File: src/rtl/ifetch_pair_if.sv
// Fetch-stage bundle: control inputs from PC/ctrl, SRAM read port and the
// entry handed to the instruction buffer.
interface ifetch_pair_if #(
  parameter int unsigned STALLBUS_WD = 6,
  parameter int unsigned BR_WD       = 33
);
  logic                   flush;
  logic [31:0]            new_pc;
  logic [STALLBUS_WD-1:0] stall;
  logic [BR_WD-1:0]       br_bus;
  logic                   inst_sram_en;
  logic [7:0]             inst_sram_wen;
  logic [31:0]            inst_sram_addr;
  logic [65:0]            if_to_ib_bus;

  modport master (
    input  flush, new_pc, stall, br_bus,
    output inst_sram_en, inst_sram_wen, inst_sram_addr, if_to_ib_bus
  );

  modport slave (
    output flush, new_pc, stall, br_bus,
    input  inst_sram_en, inst_sram_wen, inst_sram_addr, if_to_ib_bus
  );
endinterface

File: src/rtl/ifetch_pair.sv
// PC generator and 64-bit aligned instruction fetch; handles branch redirect
// (immediate or deferred under stall), flush and stall hold.
module ifetch_pair #(
  parameter int unsigned STALLBUS_WD = 6,
  parameter logic [31:0] RESET_PC    = 32'hBFC0_0000,
  parameter int unsigned BR_WD       = 33
) (
  input logic           clk,
  input logic           rst,
  ifetch_pair_if.master fe
);

  typedef enum logic [1:0] {StResetWait, StRun, StPendBr} state_e;

  state_e      state_q, state_d;
  logic [31:0] pc_q, pc_d;
  logic [31:0] pend_target_q, pend_target_d;
  logic        ce_q, ce_d;
  logic        discard_q, discard_d;

  logic        stall_pc;
  logic        br_taken;
  logic [31:0] br_target;
  logic [31:0] pc_aligned;
  logic        unused_stall;

  assign stall_pc     = fe.stall[0];
  assign br_taken     = fe.br_bus[32];
  assign br_target    = fe.br_bus[31:0];
  assign pc_aligned   = {pc_q[31:3], 3'b000};
  // Upper stall bits are consumed by the buffer, not here.
  assign unused_stall = ^fe.stall[STALLBUS_WD-1:1];

  always_ff @(posedge clk) begin
    if (rst) begin
      state_q       <= StResetWait;
      pc_q          <= RESET_PC;
      pend_target_q <= 32'h0;
      ce_q          <= 1'b0;
      discard_q     <= 1'b0;
    end else begin
      state_q       <= state_d;
      pc_q          <= pc_d;
      pend_target_q <= pend_target_d;
      ce_q          <= ce_d;
      discard_q     <= discard_d;
    end
  end

  always_comb begin
    state_d       = state_q;
    pc_d          = pc_q;
    pend_target_d = pend_target_q;
    ce_d          = ce_q;
    discard_d     = discard_q;
    if (fe.flush) begin
      state_d       = StRun;
      pc_d          = fe.new_pc;
      pend_target_d = 32'h0;
      ce_d          = 1'b1;
      discard_d     = 1'b0;
    end else begin
      unique case (state_q)
        StResetWait: begin
          ce_d    = 1'b1;
          state_d = StRun;
        end
        StRun, StPendBr: begin
          if (br_taken) begin
            if (!stall_pc) begin
              // Newest branch wins over any deferred one.
              pc_d      = br_target;
              discard_d = 1'b1;
              state_d   = StRun;
            end else begin
              pend_target_d = br_target;
              state_d       = StPendBr;
            end
          end else if (!stall_pc) begin
            if (state_q == StPendBr) begin
              pc_d      = pend_target_q;
              discard_d = 1'b1;
              state_d   = StRun;
            end else begin
              pc_d      = pc_aligned + 32'd8;
              discard_d = 1'b0;
            end
          end
        end
        default: state_d = StResetWait;
      endcase
    end
  end

  // Nothing is presented to SRAM or buffer until the first fetch is armed.
  always_comb begin
    fe.inst_sram_en   = 1'b0;
    fe.inst_sram_addr = 32'h0;
    fe.if_to_ib_bus   = 66'h0;
    if (state_q != StResetWait) begin
      fe.inst_sram_en   = ce_q & ~stall_pc;
      fe.inst_sram_addr = pc_aligned;
      fe.if_to_ib_bus   = {discard_q, ce_q, pc_q, pc_aligned};
    end
  end

  assign fe.inst_sram_wen = 8'h00;

endmodule

File: src/flat_wrapper.sv
// flat-port wrapper written by rule: the top's interface ports become plain ports
module ifetch_pair_flat 
#(
  parameter int unsigned STALLBUS_WD = 6,
  parameter logic [31:0] RESET_PC    = 32'hBFC0_0000,
  parameter int unsigned BR_WD       = 33
)
  (clk, rst, fe_flush, fe_new_pc, fe_stall, fe_br_bus, fe_inst_sram_en, fe_inst_sram_wen, fe_inst_sram_addr, fe_if_to_ib_bus);
  ifetch_pair_if #(.STALLBUS_WD(STALLBUS_WD), .BR_WD(BR_WD)) fe_i ();
  input logic clk;
  input logic rst;
  input wire logic [$bits(fe_i.flush)-1:0] fe_flush;
  input wire logic [$bits(fe_i.new_pc)-1:0] fe_new_pc;
  input wire logic [$bits(fe_i.stall)-1:0] fe_stall;
  input wire logic [$bits(fe_i.br_bus)-1:0] fe_br_bus;
  output wire logic [$bits(fe_i.inst_sram_en)-1:0] fe_inst_sram_en;
  output wire logic [$bits(fe_i.inst_sram_wen)-1:0] fe_inst_sram_wen;
  output wire logic [$bits(fe_i.inst_sram_addr)-1:0] fe_inst_sram_addr;
  output wire logic [$bits(fe_i.if_to_ib_bus)-1:0] fe_if_to_ib_bus;
  assign fe_i.flush = fe_flush;
  assign fe_i.new_pc = fe_new_pc;
  assign fe_i.stall = fe_stall;
  assign fe_i.br_bus = fe_br_bus;
  assign fe_inst_sram_en = fe_i.inst_sram_en;
  assign fe_inst_sram_wen = fe_i.inst_sram_wen;
  assign fe_inst_sram_addr = fe_i.inst_sram_addr;
  assign fe_if_to_ib_bus = fe_i.if_to_ib_bus;
  ifetch_pair #(.STALLBUS_WD(STALLBUS_WD), .RESET_PC(RESET_PC), .BR_WD(BR_WD)) u_core (.clk(clk), .rst(rst), .fe(fe_i));
endmodule
File: config.mk
export PLATFORM = sky130hd
export DESIGN_NAME = ifetch_pair_flat
export DESIGN_NICKNAME = d
export VERILOG_FILES = /design/src/rtl/ifetch_pair_if.sv /design/src/rtl/ifetch_pair.sv /design/src/flat_wrapper.sv
export SDC_FILE = /design/constraint.sdc
export NUM_CORES = 1
export LEC_CHECK = 0
export BUFFER_PORTS_ARGS = -buffer_cell sky130_fd_sc_hd__buf_2
export CORE_MARGIN = 2
export CORE_UTILIZATION = 50
export DETAILED_ROUTE_END_ITERATION = 12
export PLACE_DENSITY = 0.79
export SLEW_MARGIN = 40
export SYNTH_ARGS = -nofsm -noshare
export SYNTH_HDL_FRONTEND = slang
export SYNTH_SLANG_ARGS = --single-unit
export TNS_END_PERCENT = 30
File: constraint.sdc
create_clock -name clk -period 2.7 [get_ports clk]
set_input_delay 0.54 -clock clk [delete_from_list [all_inputs] [get_ports clk]]
set_output_delay 0.54 -clock clk [all_outputs]
set_load 0.005 [all_outputs]
### Word-level counts from Yosys, hierarchy flattened

Index checks and enable logic that the tools add are counted.

| storage, ports and cells | value |
|---|---|
| register bits | 68 |
| bits of input ports | 74 |
| output and inout port bits | 107 |
| word-level logic and storage cells | 48 |

| cells by class | value |
|---|---|
| add/sub/neg operators | 1 |
| equality and inequality tests | 7 |
| muxes and demuxes | 21 |
| bitwise logic cells | 2 |
| reduce and logical (&&, ||, !) cells | 11 |

Operators by type and width:

| cell | number |
|---|---|
| 32-bit 2-to-1 mux | 7 |
| 66-bit 2-to-1 mux | 1 |
| 32-bit by 4-bit adder with 32-bit output, second input constant | 1 |
| 1-bit 2-to-1 mux | 8 |
| 2-bit 2-to-1 mux | 4 |
| 2-bit AND reduction | 4 |
| 2-bit nonzero test | 3 |
| 4-bit by 3-bit != test with 1-bit output, second input constant | 1 |
| 4-bit != test, second input constant | 1 |
| 2-bit case mux with 2 select lines | 1 |
| 2-bit OR reduction | 2 |
| 3-bit by 2-bit != test with 1-bit output, second input constant | 1 |
| 3-bit != test, second input constant | 1 |
| 3-bit AND reduction | 1 |
| 2-bit by 1-bit equality test with 1-bit output, second input constant | 1 |
| 2-bit equality test, second input constant | 1 |
| 2-bit logical NOT | 1 |
| 2-bit != test, second input constant | 1 |
| 1-bit bitwise AND | 1 |
| 1-bit inverter | 1 |

### Logic depth before layout (Yosys ltp)

| logic depth | value |
|---|---|
| depth in word-level cells | 6 |
| depth in mapped cells | 9 |
| mapped depth without buffers | 7 |

### Worst setup path after synthesis

Ideal clock, no wire load.

| path | value |
|---|---|
| kind | reg-to-reg |
| start point | reg u_core.state_q[0] |
| end point | reg u_core.pc_q[6] |
| library setup time | 92 ps |
| data arrival time | 1956 ps |
| data required time | 2608 ps |
| slack | 652 ps |
| stages on the path, launching flop included | 8 |
| path buffers | 2 |
| period minus slack after synthesis | 2048 ps |
| cells stage by stage | dfxtp_1 inv_1 ha_1 nor2b_1 clkbuf_1 buf_1 nand2_1 o32ai_1 |

| on the way | value |
|---|---|
| cells in the longest elaborated chain, start to end | 6 |
| elaborated cells between the ends (all ways) | 10 |
| those cells by class | eq/ne: 2; mux: 5; reduce/logical: 3 |

RTL lines:

| item | line | source |
|---|---|---|
| start: declaration | ifetch_pair.sv:15 | `state_e state_q, state_d;` |
| start signal: assignment | ifetch_pair.sv:36 | `state_q <= StResetWait;` |
| start signal: assignment | ifetch_pair.sv:42 | `state_q <= state_d;` |
| 2-bit equality test | ifetch_pair.sv:63, ifetch_pair.sv:80 |  |
| 32-bit 2-to-1 mux | ifetch_pair.sv:80 | `if (state_q == StPendBr) begin` |
| 32-bit 2-to-1 mux | ifetch_pair.sv:79 | `end else if (!stall_pc) begin` |
| 32-bit 2-to-1 mux | ifetch_pair.sv:69 | `if (br_taken) begin` |
| 32-bit 2-to-1 mux | ifetch_pair.sv:63 | `unique case (state_q)` |
| 32-bit 2-to-1 mux | ifetch_pair.sv:56 | `if (fe.flush) begin` |
| end signal: assignment | ifetch_pair.sv:43 | `pc_q <= pc_d;` |
| end: declaration | ifetch_pair.sv:16 | `logic [31:0] pc_q, pc_d;` |

Several ways; a longest one is shown, not always the timed one. The select of a mux whose other input is x is not followed.
A chain may end at the register's enable or synchronous reset.

### Worst setup path after layout

| path | value |
|---|---|
| start point | reg u_core.state_q[0] |
| end point | out fe_if_to_ib_bus[47] |

| on the way | value |
|---|---|
| cells in the longest elaborated chain, start to end | 2 |

RTL lines:

| item | line | source |
|---|---|---|
| 2-bit nonzero test | ifetch_pair.sv:100 | `if (state_q != StResetWait) begin` |
| 66-bit 2-to-1 mux | ifetch_pair.sv:100 |  |
| end: declaration | flat_wrapper.sv:19 | `output wire logic [$bits(fe_i.if_to_ib_bus)-1:0] fe_if_to_ib_bus;` |

Every way passes these cells.

==> reports/metrics.csv <==
metric;value;unit
status;complete, no violations;
vias_per_cell;5.764;
yosysWarnings;0;
synth_cells;673;
setup_viol;0;
power.density;452.5;nW/um^2
worstPathRequired;2.16;ns
initial_core_util;0.5174;
yosys-top-cells-area;dfxtp_1 (28%), buf_4 (11%), nand2_1 (8.6%), a21oi_1 (7.5%), nor2b_1 (4.2%);
yosysUniqueCellTypes;53;
layout-drive-gt1-share;0.2750;
avgSynthCellArea;7.104;um^2
fin_crit_sh;0.9093;
grt_usage;0.2895;
grt_pass1_wl;23100;um
p_leak;2.355;nW
cts.sinks;68;
antenna_found_initial;0;
cp.arrival;1.92;ns
num_io_pins;181;
nets;845;
die_y;101.8;um
worst_hold_path_type;input pin to flop;
finalSetupTns;0;ns
grt_start_max_net_pins;33;
die_width;101.8;um
cts_buffers;9;
place_area;5311;um^2
drc;0;
final_hold_viol_count;0;
cts_tree;yes;
syn2layout_area_growth;14.71;%
synth_area;4781;um^2
relSlewSlack;0.5664;
drt-initial-drc-count;526;
avgRoutedWirePerCell;17.05;um
rows;35;
core;9240;um^2
clockBufferDepth;2;
dieArea;10360;um^2
first_pass_iters;6;
ant_nets;0;
ctsResizeCount;0;
route.final.wire_length;15350;um
synthArstFlopShare;0;
synth_area_leader_cell;dfxtp_1;
root_buffer;clkbuf_8;
n_fill_cell;915;
crit_type;flop to output pin;
drv_slew;0;
cp-end-kind;output pin;
cts_hold_buf;0;
grt_overflow;0;
htreeDepth;3;
synth_top_area_frac;0.2847;
synth_seq_cells;68;
cts_setup_buffers;0;
holdWs;0.3953;ns
min_period;2.455;ns
fin_skew;0.01594;ns
place_congestion;0.9132;
via_count;5188;
fin_area;5484;um^2
irDropWorstVdd;0.2743;mV
path_clk_slew;0.09;ns
reg2reg_from;u_core.state_q[0]$_SDFFE_PP0P_;
rsz0062_at_grt;false;
max_freq;407.3;MHz
hp-start;fe_new_pc[28];
cp-start-kind;flop;
synth_edf_count;0;
dp_hpwl;11570;um
cap_viol_max_count;0;
cp-startpoint;u_core.state_q[0]$_SDFFE_PP0P_;
port_buffers;161;
tightest_slew;0.6504;ns
num_antenna_cells;0;
crit_fanout;24;
synth_ff_type;dfxtp_1;
grt_pass1_vias;4600;
ys_seq_area_frac;0.2847;
clkLatencyLatePin;0.36;ns
## through the flow
stage,std cells,setup WS [ns],total power [W],utilization
2_1_floorplan,686,0.6516,0.001531,-
3_3_place_gp,884,0.5530,0.001700,0.5748
5_1_grt,900,0.08446,0.002583,0.5935
3_5_place_dp,884,0.4195,0.001713,0.5748
4_1_cts,900,0.1978,0.002475,0.5935
6_report,900,0.2450,0.002481,0.5935
## cell usage after synthesis, drive strengths merged (3+ instances only)
library cell and n:
a211oi 8, a21oi 72, a221oi 6, a22oi 6
a311oi 4, a31oi 4, and3 7, buf 81
clkbuf 40, dfxtp 68, ha 5, inv 16
mux2i 8, nand2 110, nand2b 5, nand3 21
nand4 11, nor2 42, nor2b 32, nor3 17
nor4 10, o2111ai 4, o211ai 8, o21a 5
o21ai 29, o221ai 3, o22ai 5, o32ai 4
or3 6, or4 4, xnor2 8, xor2 4
## power by group
part | internal [W] | switching [W] | total (W)
registers | 0.00105 | 0.0000641 | 0.00112
logic | 0.000245 | 0.000341 | 0.000586
clock network | 0.000336 | 0.000444 | 0.000780
total | 0.00163 | 0.000850 | 0.00248
## state kept, by name (all words and copies together), names as in the netlist
signal                count
u_core.ce_q               1
u_core.discard_q          1
u_core.pend_target_q     32
u_core.pc_q              32
u_core.state_q            2
## area by class of cell
class	count	area [um^2]	share of cell area
multi-input cells	481	2680	0.4887
repair buffers	190	1049	0.1912
clock inverters	7	48.80	0.008898
well taps	129	161.4	0.02943
inverters	16	60.06	0.01095
flip-flops and latches	68	1361	0.2482
clock buffers	9	123.9	0.02259
## critical path: stages (launching register included)
cell	delay, ns
dfxtp_1	0.39
inv_1	0.09
ha_1	0.39
buf_4	0.30
nor2b_1	0.22
buf_2	0.16
## final timing paths
path	cells past startpoint	slack (ns)	endpoint
worst max-delay path	5	0.24	fe_if_to_ib_bus[47]
worst min-delay path	3	0.40	u_core.pc_q[28]$_SDFFE_PP1P_
worst max register to register	6	0.34	u_core.pc_q[12]$_SDFFE_PP0P_
worst min register to register	2	0.45	u_core.pend_target_q[6]$_SDFFE_PP0P_
## cells by family (layout without fill, tap and decap cells)
logic type | count (synthesis) | in the layout | synth area share
and+or+nand+nor | 273 | 273 | 0.2792
AOI/OAI and AO/OA | 169 | 169 | 0.2180
buffers and inverters | 137 | 222 | 0.1654
DFF | 68 | 68 | 0.2847
xor gates and xnor gates | 12 | 12 | 0.02198
muxes | 8 | 8 | 0.01675
adders and majority gates | 5 | 5 | 0.01309
other | 1 | 14 | 0.0007844
## layer usage
layer	vias up	part of all wire	GRT usage
li1	2451	-	-
met1	2389	0.41	0.3913
met2	322	0.46	0.4494
met3	26	0.11	0.06487
met4	0	0.018	0.1123
met5	-	0	0
## cell usage in the layout (no fill, tap or decap), drive strengths merged, types with 6 or more instances in the layout
cell    netlist  final
mux2i         8      8
conb          1     14
nor2         42     42
nor3         17     17
nor4         10     10
o211ai        8      8
nor2b        32     32
a221oi        6      6
a21oi        72     72
buf          81    190
o21ai        29     29
clkbuf       40      9
a211oi        8      8
a22oi         6      6
and3          7      7
or3           6      6
nand4        11     11
inv          16     18
nand2       110    110
xnor2         8      8
dfxtp        68     68
nand3        21     21
No activity file was read; power rests on OpenSTA's default activity.
